[config.mk]
export PLATFORM = sky130hd
export DESIGN_NAME = parking_gate_ctrl
export DESIGN_NICKNAME = d
export VERILOG_FILES = /design/src/rtl/parking_gate_ctrl.sv
export SDC_FILE = /design/constraint.sdc
export NUM_CORES = 1
export LEC_CHECK = 0
export CAP_MARGIN = 0
export CORE_MARGIN = 2
export CORE_UTILIZATION = 26
export DETAILED_ROUTE_END_ITERATION = 8
export PLACE_DENSITY_LB_ADDON = 0.2
export REMOVE_ABC_BUFFERS = 1
export SYNTH_ARGS = -nofsm -noshare
export SYNTH_HDL_FRONTEND = slang
export SYNTH_SLANG_ARGS = --single-unit
[constraint.sdc]
create_clock -name clk -period 4.1 [get_ports clk]
set_clock_uncertainty 0.05 [all_clocks]
set_input_delay 0.82 -clock clk [delete_from_list [all_inputs] [get_ports clk]]
set_output_delay 0.82 -clock clk [all_outputs]
set_load 0.05 [all_outputs]
[src/rtl/parking_gate_ctrl.sv]
// parking_gate_ctrl: occupancy controller for a single-lane lot gate.
// Two beam sensors (a = outside, b = inside) are synchronized. A small FSM
// decodes the ordered beam-break sequence into enter/exit events, and those
// events drive a saturating occupancy counter.
// Optional build macro: PARKING_GATE_TIMEOUT_EN aborts a partial sequence
// that stays in one state for TIMEOUT cycles.
module parking_gate_ctrl #(
    parameter int CW       = 4,
    parameter int CAPACITY = 15,
    parameter int TIMEOUT  = 255
) (
    input  logic          clk,
    input  logic          reset,
    input  logic          sens_a,
    input  logic          sens_b,
    output logic [CW-1:0] count,
    output logic          full,
    output logic          empty,
    output logic          enter_pulse,
    output logic          exit_pulse,
    output logic          err_pulse
);
    typedef enum logic [2:0] {IDLE, E1, E2, E3, X1, X2, X3, BAD} state_t;

    localparam logic [CW-1:0] CAP = CW'(CAPACITY);

    // Reject parameter sets that could never be met: the count must be able to reach CAPACITY.
    if ((CAPACITY > (2 ** CW) - 1) || (TIMEOUT < 1)) begin : g_param_check
        $error("parking_gate_ctrl: CAPACITY must fit in CW bits and TIMEOUT must be >= 1");
    end

    logic          r_a_meta, r_a_sync, r_b_meta, r_b_sync;
    state_t        r_state;
    logic [CW-1:0] r_count;
    logic          r_enter_pulse, r_exit_pulse, r_err_pulse;

    logic [1:0]    w_ab;
    state_t        w_state_next;
    logic          w_enter_evt, w_exit_evt, w_seq_err;
    logic          w_overflow, w_underflow;

    assign w_ab = {r_a_sync, r_b_sync};

`ifdef PARKING_GATE_TIMEOUT_EN
    localparam int            TW       = $clog2(TIMEOUT + 1);
    localparam logic [TW-1:0] TMR_LAST = TW'(TIMEOUT - 1);

    logic [TW-1:0] r_timer;
    logic          w_partial;

    assign w_partial = (r_state != IDLE) && (r_state != BAD);

    // Dwell timer: counts cycles in the current partial state and clears on any state change.
    always_ff @(posedge clk or posedge reset) begin
        if (reset) begin
            r_timer <= '0;
        end else if (!w_partial || (w_state_next != r_state)) begin
            r_timer <= '0;
        end else begin
            r_timer <= r_timer + TW'(1);
        end
    end
`endif

    // Next-state decode of the synchronized beam pair and event/error detection.
    always_comb begin
        w_state_next = r_state;
        w_enter_evt  = 1'b0;
        w_exit_evt   = 1'b0;
        w_seq_err    = 1'b0;
        case (r_state)
            IDLE: case (w_ab)
                2'b10:   w_state_next = E1;
                2'b01:   w_state_next = X1;
                2'b11:   begin w_state_next = BAD; w_seq_err = 1'b1; end
                default: w_state_next = IDLE;
            endcase
            E1: case (w_ab)
                2'b11:   w_state_next = E2;
                2'b00:   w_state_next = IDLE;
                2'b01:   begin w_state_next = BAD; w_seq_err = 1'b1; end
                default: w_state_next = E1;
            endcase
            E2: case (w_ab)
                2'b01:   w_state_next = E3;
                2'b10:   w_state_next = E1;
                2'b00:   begin w_state_next = BAD; w_seq_err = 1'b1; end
                default: w_state_next = E2;
            endcase
            E3: case (w_ab)
                2'b00:   begin w_state_next = IDLE; w_enter_evt = 1'b1; end
                2'b11:   w_state_next = E2;
                2'b10:   begin w_state_next = BAD; w_seq_err = 1'b1; end
                default: w_state_next = E3;
            endcase
            X1: case (w_ab)
                2'b11:   w_state_next = X2;
                2'b00:   w_state_next = IDLE;
                2'b10:   begin w_state_next = BAD; w_seq_err = 1'b1; end
                default: w_state_next = X1;
            endcase
            X2: case (w_ab)
                2'b10:   w_state_next = X3;
                2'b01:   w_state_next = X1;
                2'b00:   begin w_state_next = BAD; w_seq_err = 1'b1; end
                default: w_state_next = X2;
            endcase
            X3: case (w_ab)
                2'b00:   begin w_state_next = IDLE; w_exit_evt = 1'b1; end
                2'b11:   w_state_next = X2;
                2'b01:   begin w_state_next = BAD; w_seq_err = 1'b1; end
                default: w_state_next = X3;
            endcase
            BAD:     w_state_next = (w_ab == 2'b00) ? IDLE : BAD;
            default: w_state_next = IDLE;
        endcase
`ifdef PARKING_GATE_TIMEOUT_EN
        // A partial sequence that would dwell past its budget is abandoned.
        if (w_partial && (w_state_next == r_state) && (r_timer == TMR_LAST)) begin
            w_state_next = BAD;
            w_seq_err    = 1'b1;
        end
`endif
    end

    assign w_overflow  = w_enter_evt && (r_count == CAP);
    assign w_underflow = w_exit_evt && (r_count == '0);

    // Synchronizers, FSM state, saturating occupancy count and registered pulses.
    always_ff @(posedge clk or posedge reset) begin
        if (reset) begin
            r_a_meta      <= 1'b0;
            r_a_sync      <= 1'b0;
            r_b_meta      <= 1'b0;
            r_b_sync      <= 1'b0;
            r_state       <= IDLE;
            r_count       <= '0;
            r_enter_pulse <= 1'b0;
            r_exit_pulse  <= 1'b0;
            r_err_pulse   <= 1'b0;
        end else begin
            r_a_meta      <= sens_a;
            r_a_sync      <= r_a_meta;
            r_b_meta      <= sens_b;
            r_b_sync      <= r_b_meta;
            r_state       <= w_state_next;
            r_enter_pulse <= w_enter_evt;
            r_exit_pulse  <= w_exit_evt;
            r_err_pulse   <= w_seq_err | w_overflow | w_underflow;
            if (w_enter_evt && !w_overflow) begin
                r_count <= r_count + CW'(1);
            end else if (w_exit_evt && !w_underflow) begin
                r_count <= r_count - CW'(1);
            end
        end
    end

    assign count       = r_count;
    assign full        = (r_count == CAP);
    assign empty       = (r_count == '0);
    assign enter_pulse = r_enter_pulse;
    assign exit_pulse  = r_exit_pulse;
    assign err_pulse   = r_err_pulse;
endmodule

Yosys cells after proc, flatten, opt, wreduce, memory -nomap -nowiden

Cells that the tools add are included.

Multiplexer cells: 18
Bitwise gates (word level): 2
$add $sub $neg: 2
Eq/ne operators: 11
Reduce and logical (&&, ||, !) cells: 13

Operators with widths:

| operator                                                               | number |
|---|---|
| 3-bit one-hot mux with 3 select lines                                  | 6 |
| 3-bit one-hot mux with 8 select lines                                  | 1 |
| 3-bit equality test (second input constant)                            | 4 |
| 4-bit two-way mux                                                      | 2 |
| 3-bit by 2-bit equality test with 1-bit output (second input constant) | 2 |
| 1-bit two-way mux                                                      | 6 |
| 2-bit one-hot mux with 3 select lines                                  | 1 |
| 2-bit OR reduction                                                     | 3 |
| 4-bit by 1-bit adder with 4-bit output (second input constant)         | 1 |
| 2-bit equality test (second input constant)                            | 2 |
| 4-bit equality test (second input constant)                            | 1 |
| 1-bit logical AND                                                      | 4 |
| 4-bit zero test                                                        | 1 |
| 1-bit one-hot mux with 4 select lines                                  | 1 |
| 4-bit by 1-bit subtractor with 4-bit output (second input constant)    | 1 |
| 3-bit by 1-bit equality test with 1-bit output (second input constant) | 1 |
| 3-bit zero test                                                        | 1 |
| 3-bit two-way mux                                                      | 1 |
| 2-bit by 1-bit equality test with 1-bit output (second input constant) | 1 |
| 1-bit zero test                                                        | 2 |
| 2-bit zero test                                                        | 1 |
| 1-bit bitwise OR                                                       | 2 |
| 2-bit nonzero test                                                     | 1 |

Word-level logic and storage cells: 55
Output and inout bits: 9
Bits of input ports: 4
Register bits: 14

Logic depth before layout (Yosys ltp)

Depth in word-level cells: 8
Depth in mapped cells: 9
Mapped depth without buffers: 9

Worst setup path before layout

No wires, ideal clock.

Path kind: register to register
Start: reg r_a_sync
End: reg r_count[3], in the netlist count[3]
Slack: 1.718 ns
Data required time: 3.967 ns
Path buffers: 0
Cell stages (with the launch flop): 10
Setup time: 0.083 ns
Clock period less this slack: 2.382 ns
Arrival: 2.249 ns
Cells stage by stage: dfrtp_1 -> inv_1 -> ha_1 -> and4b_2 -> nand2_2 -> ha_1 -> a21o_1 -> a2111o_1 -> o21ai_2 -> xor2_1

Longest elaborated chain between the ends: 7
Elaborated cells on any way between the ends: 12
Those cells by class: 4 x mux; 8 x reduce/logical

RTL lines:

| item                                                    | RTL line | RTL |
|---|---|---|
| start, declared                                         | 32       | `logic r_a_meta, r_a_sync, r_b_meta, r_b_sync;` |
| start signal, assigned                                  | 143      | `r_a_sync <= r_a_meta;` |
| 2-bit zero test *                                       | 90       | `E3: case (w_ab)` |
| 1-bit two-way mux *                                     | 90       |  |
| 1-bit two-way mux *                                     | 71       | `case (r_state)` |
| named net w_enter_evt                                   | 39       | `logic w_enter_evt, w_exit_evt, w_seq_err;` |
| 1-bit logical AND                                       | 126      | `assign w_overflow = w_enter_evt && (r_count == CAP);` |
| 1-bit zero test                                         | 150      | `if (w_enter_evt && !w_overflow) begin` |
| 1-bit logical AND *                                     | 150      |  |
| 4-bit two-way mux or 2-bit nonzero test (tied branches) | n/a      |  |
| end signal, assigned                                    | 151      | `r_count <= r_count + CW'(1);` |
| end signal, assigned                                    | 153      | `r_count <= r_count - CW'(1);` |
| end, declared                                           | 34       | `logic [CW-1:0] r_count;` |

The timed path passes the listed nets; every way through them passes the cells marked *.
A chain may end at the register's enable or synchronous reset.

Worst setup path after layout

Start: reg r_count[0], in the netlist count[0]
End: out empty

Longest elaborated chain between the ends: 1

RTL lines:

| item            | RTL line | RTL |
|---|---|---|
| 4-bit zero test | 160      | `assign empty = (r_count == '0);` |
| end, declared   | 18       | `output logic empty,` |

No other way between the ends.

==> reports/qor.csv <==
stage;metric;value;unit
setup_path;rr_startpoint;r_b_sync;
min_path;timing.hold.worst.start;r_b_meta;
floorplanning;die_w;65.0;um
global_routing;grt_overflow_total;0;
timing;rsz0062_at_grt;false;
global_routing;grt_use_total;10.4;%
layout;nFillCells;390;
timing;fin_crit;2.89;ns
floorplanning;num_rows;22;
timing;finalWorstSetupSlack;1.21;ns
detailed_routing;ant_nets;0;
layout;mostFrequentLayoutCells;dfrtp_1 (14), clkdlybuf4s50_1 (12), ha_1 (9), nand2_1 (7), inv_1 (6);
power;ir_drop;0.275;mV
layout;final_common_cell;dfrtp_1;
global_routing;grt_pass1_wl;3440;um
clock_network;cts-resized-gates;0;
detailed_routing;remaining_drc_errors;0;
global_routing;grt_max_degree;20;
timing;slew_headroom;56.2;%
layout;antenna_cells;0;
floorplanning;dieArea;4230;um^2
global_routing;antenna_found_initial;0;
layout;synthToLayoutAreaGrowth;21.1;%
setup_path;cp-startpoint;count[0];
clock_network;clk-insertion-delay-late;0.24;ns
floorplanning;core_region_area;3630;um^2
synthesis;synthFlopType;dfrtp_1;
setup_path;crit_end;empty;
synthesis;synth_enable_flop_cells;0;
setup_path;worstSetupPathType;register to output port;
place;place_ws;1.46;ns
setup_path;cp_max_fo;6;
setup_path;rr_worst_depth;9;
layout;fin_nets;118;
global_routing;grt_pass1_vias;747;
clock_network;htreeDepth;1;
synthesis;yosysWarningCount;0;
synthesis;synthCells;91;
min_path;min_path_cells;0;
timing;finalSetupViolCount;0;
synthesis;ys_seq_area_share;36.2;%
timing;finalCritPeriodShare;70.5;%
clock_network;postCtsHoldBufs;0;
power;p_leak;0.543;nW
synthesis;yosys.cell_types.count;39;
min_path;hold_path_class;register to register;
detailed_routing;routed_via_density;4.54;
floorplanning;fp.dieH;65.0;um
timing;hold_violations;0;
floorplanning;initial_utilization;26.7;%
setup_path;rrSetupSlack;1.52;ns
detailed_routing;drt-initial-drc-count;10;
run;maxCapViolations;0;
setup_path;critPathCaptureType;output port;
setup_path;reg2reg_to;count[3];
setup_path;arrival;2.02;ns
timing;worstMarginPinSlew;0.656;ns
synthesis;avgSynthCellArea;10.6;um^2
clock_network;ctsRootBufferMaster;clkbuf_8;
power;powerDensity;743;nW/um^2
detailed_routing;wl_per_cell;12.0;um
place;dp_hpwl;1420;um
clock_network;post_cts_buffers;0;
floorplanning;pin_count;13;
status;status;complete, no violations;
clock_network;cts_made_buffers;3;
layout;layout-drive-gt1-share;10.7;%
synthesis;syn_area;968;um^2
clock_network;cts.sinks;14;
timing;max_freq;0.346;GHz
clock_network;cts_tree;built;
clock_network;clk_pin_slew;0.05;ns
timing;fin_tns_setup;0;ns
place;gp_congestion;0.731;
timing;slew_violations;0;
detailed_routing;wirelength;1810;um
setup_path;crit_required;3.23;ns
place;port_buffers;12;
detailed_routing;vias;686;
clock_network;clock_path_buffers;2;
detailed_routing;drt_pass1_iterations;4;
setup_path;startpoint_type;register;
synthesis;ys_ff_latch;14;
synthesis;async_reset_ff_share;100;%
-- cell type report --
class | count | area [um^2] | share of cell area, %
clock buffers | 4 | 55.1 | 4.70
inverters | 6 | 22.5 | 1.92
multi-input cells | 67 | 564 | 48.1
flip-flops and latches | 14 | 350 | 29.9
well taps | 48 | 60.1 | 5.12
repair buffers | 12 | 120 | 10.2
-- cell usage after synthesis, types with 2 or more instances --
library cell	count	share of area, %
mux2i_1	4	4.1
nand2b_1	4	2.6
ha_1	9	12
a211o_1	2	1.8
o211ai_1	2	1.5
nor2_1	3	1.2
xor2_1	3	2.7
nor3_1	2	1.0
nor2b_1	2	1.3
a21oi_1	3	1.5
mux2_1	3	3.5
inv_1	6	2.3
o21ai_2	2	1.8
nand2_1	7	2.7
dfrtp_1	14	36
buf_4	2	1.5
-- through the flow --
step                      total power, W  hold slack [ns]  util [%]  instances  cell area (um^2)
final                           0.000871            0.300      32.3        151              1170
after global routing            0.000949            0.313      32.3        151              1170
after CTS                       0.000883            0.301      32.3        151              1170
after detailed placement        0.000747            0.288      30.8        147              1120
after global placement          0.000741            0.287      30.8        147              1120
after floorplan                 0.000610            0.281         -         87               937
-- cells by family after synthesis --
kind of cell               share of synthesized area [%]
muxes                                               7.62
buffers and inverters                               5.55
DFF                                                 36.2
and+or+nand+nor                                     18.7
adders and majority gates                           13.7
xor gates and xnor gates                            2.71
AOI/OAI and AO/OA                                   15.5
-- metal layers --
layer	GRT usage (%)	wire length (um)	share of wire (%)	vias to the layer above
met4	1.56	0	0	0
met3	3.82	82	4.5	0
met2	17.5	859	48	12
li1	-	-	-	349
met1	13.1	864	48	325
met5	0	0	0	-
-- power by group --
part / leakage, nW / switching (W) / total [W] / internal [W]
Sequential: 0.170 / 0.000112 / 0.000293 / 0.000182
Clock: 0.0288 / 0.0000453 / 0.000130 / 0.0000849
Combinational: 0.345 / 0.000247 / 0.000447 / 0.000201
-- worst max-delay path: stages, from the launching register on --
cell             delay [ns]
dfrtp_1                0.48
nor4_4                 0.43
clkdlybuf4s50_1        0.87
-- flip-flops by register name (all words and copies together) (netlist names) --
register     cells
r_b_meta         1
enter_pulse      1
err_pulse        1
exit_pulse       1
r_state          3
count            4
r_b_sync         1
r_a_meta         1
r_a_sync         1
-- worst min-delay path by stage --
stage	to	slack, ns
after floorplan	r_a_sync	0.28
after global placement	r_b_sync	0.29
after detailed placement	r_b_sync	0.29
after CTS	r_b_sync	0.30
after global routing	r_a_sync	0.31
final	r_b_sync	0.30
Note: power is estimated with default switching activity, not from simulation.
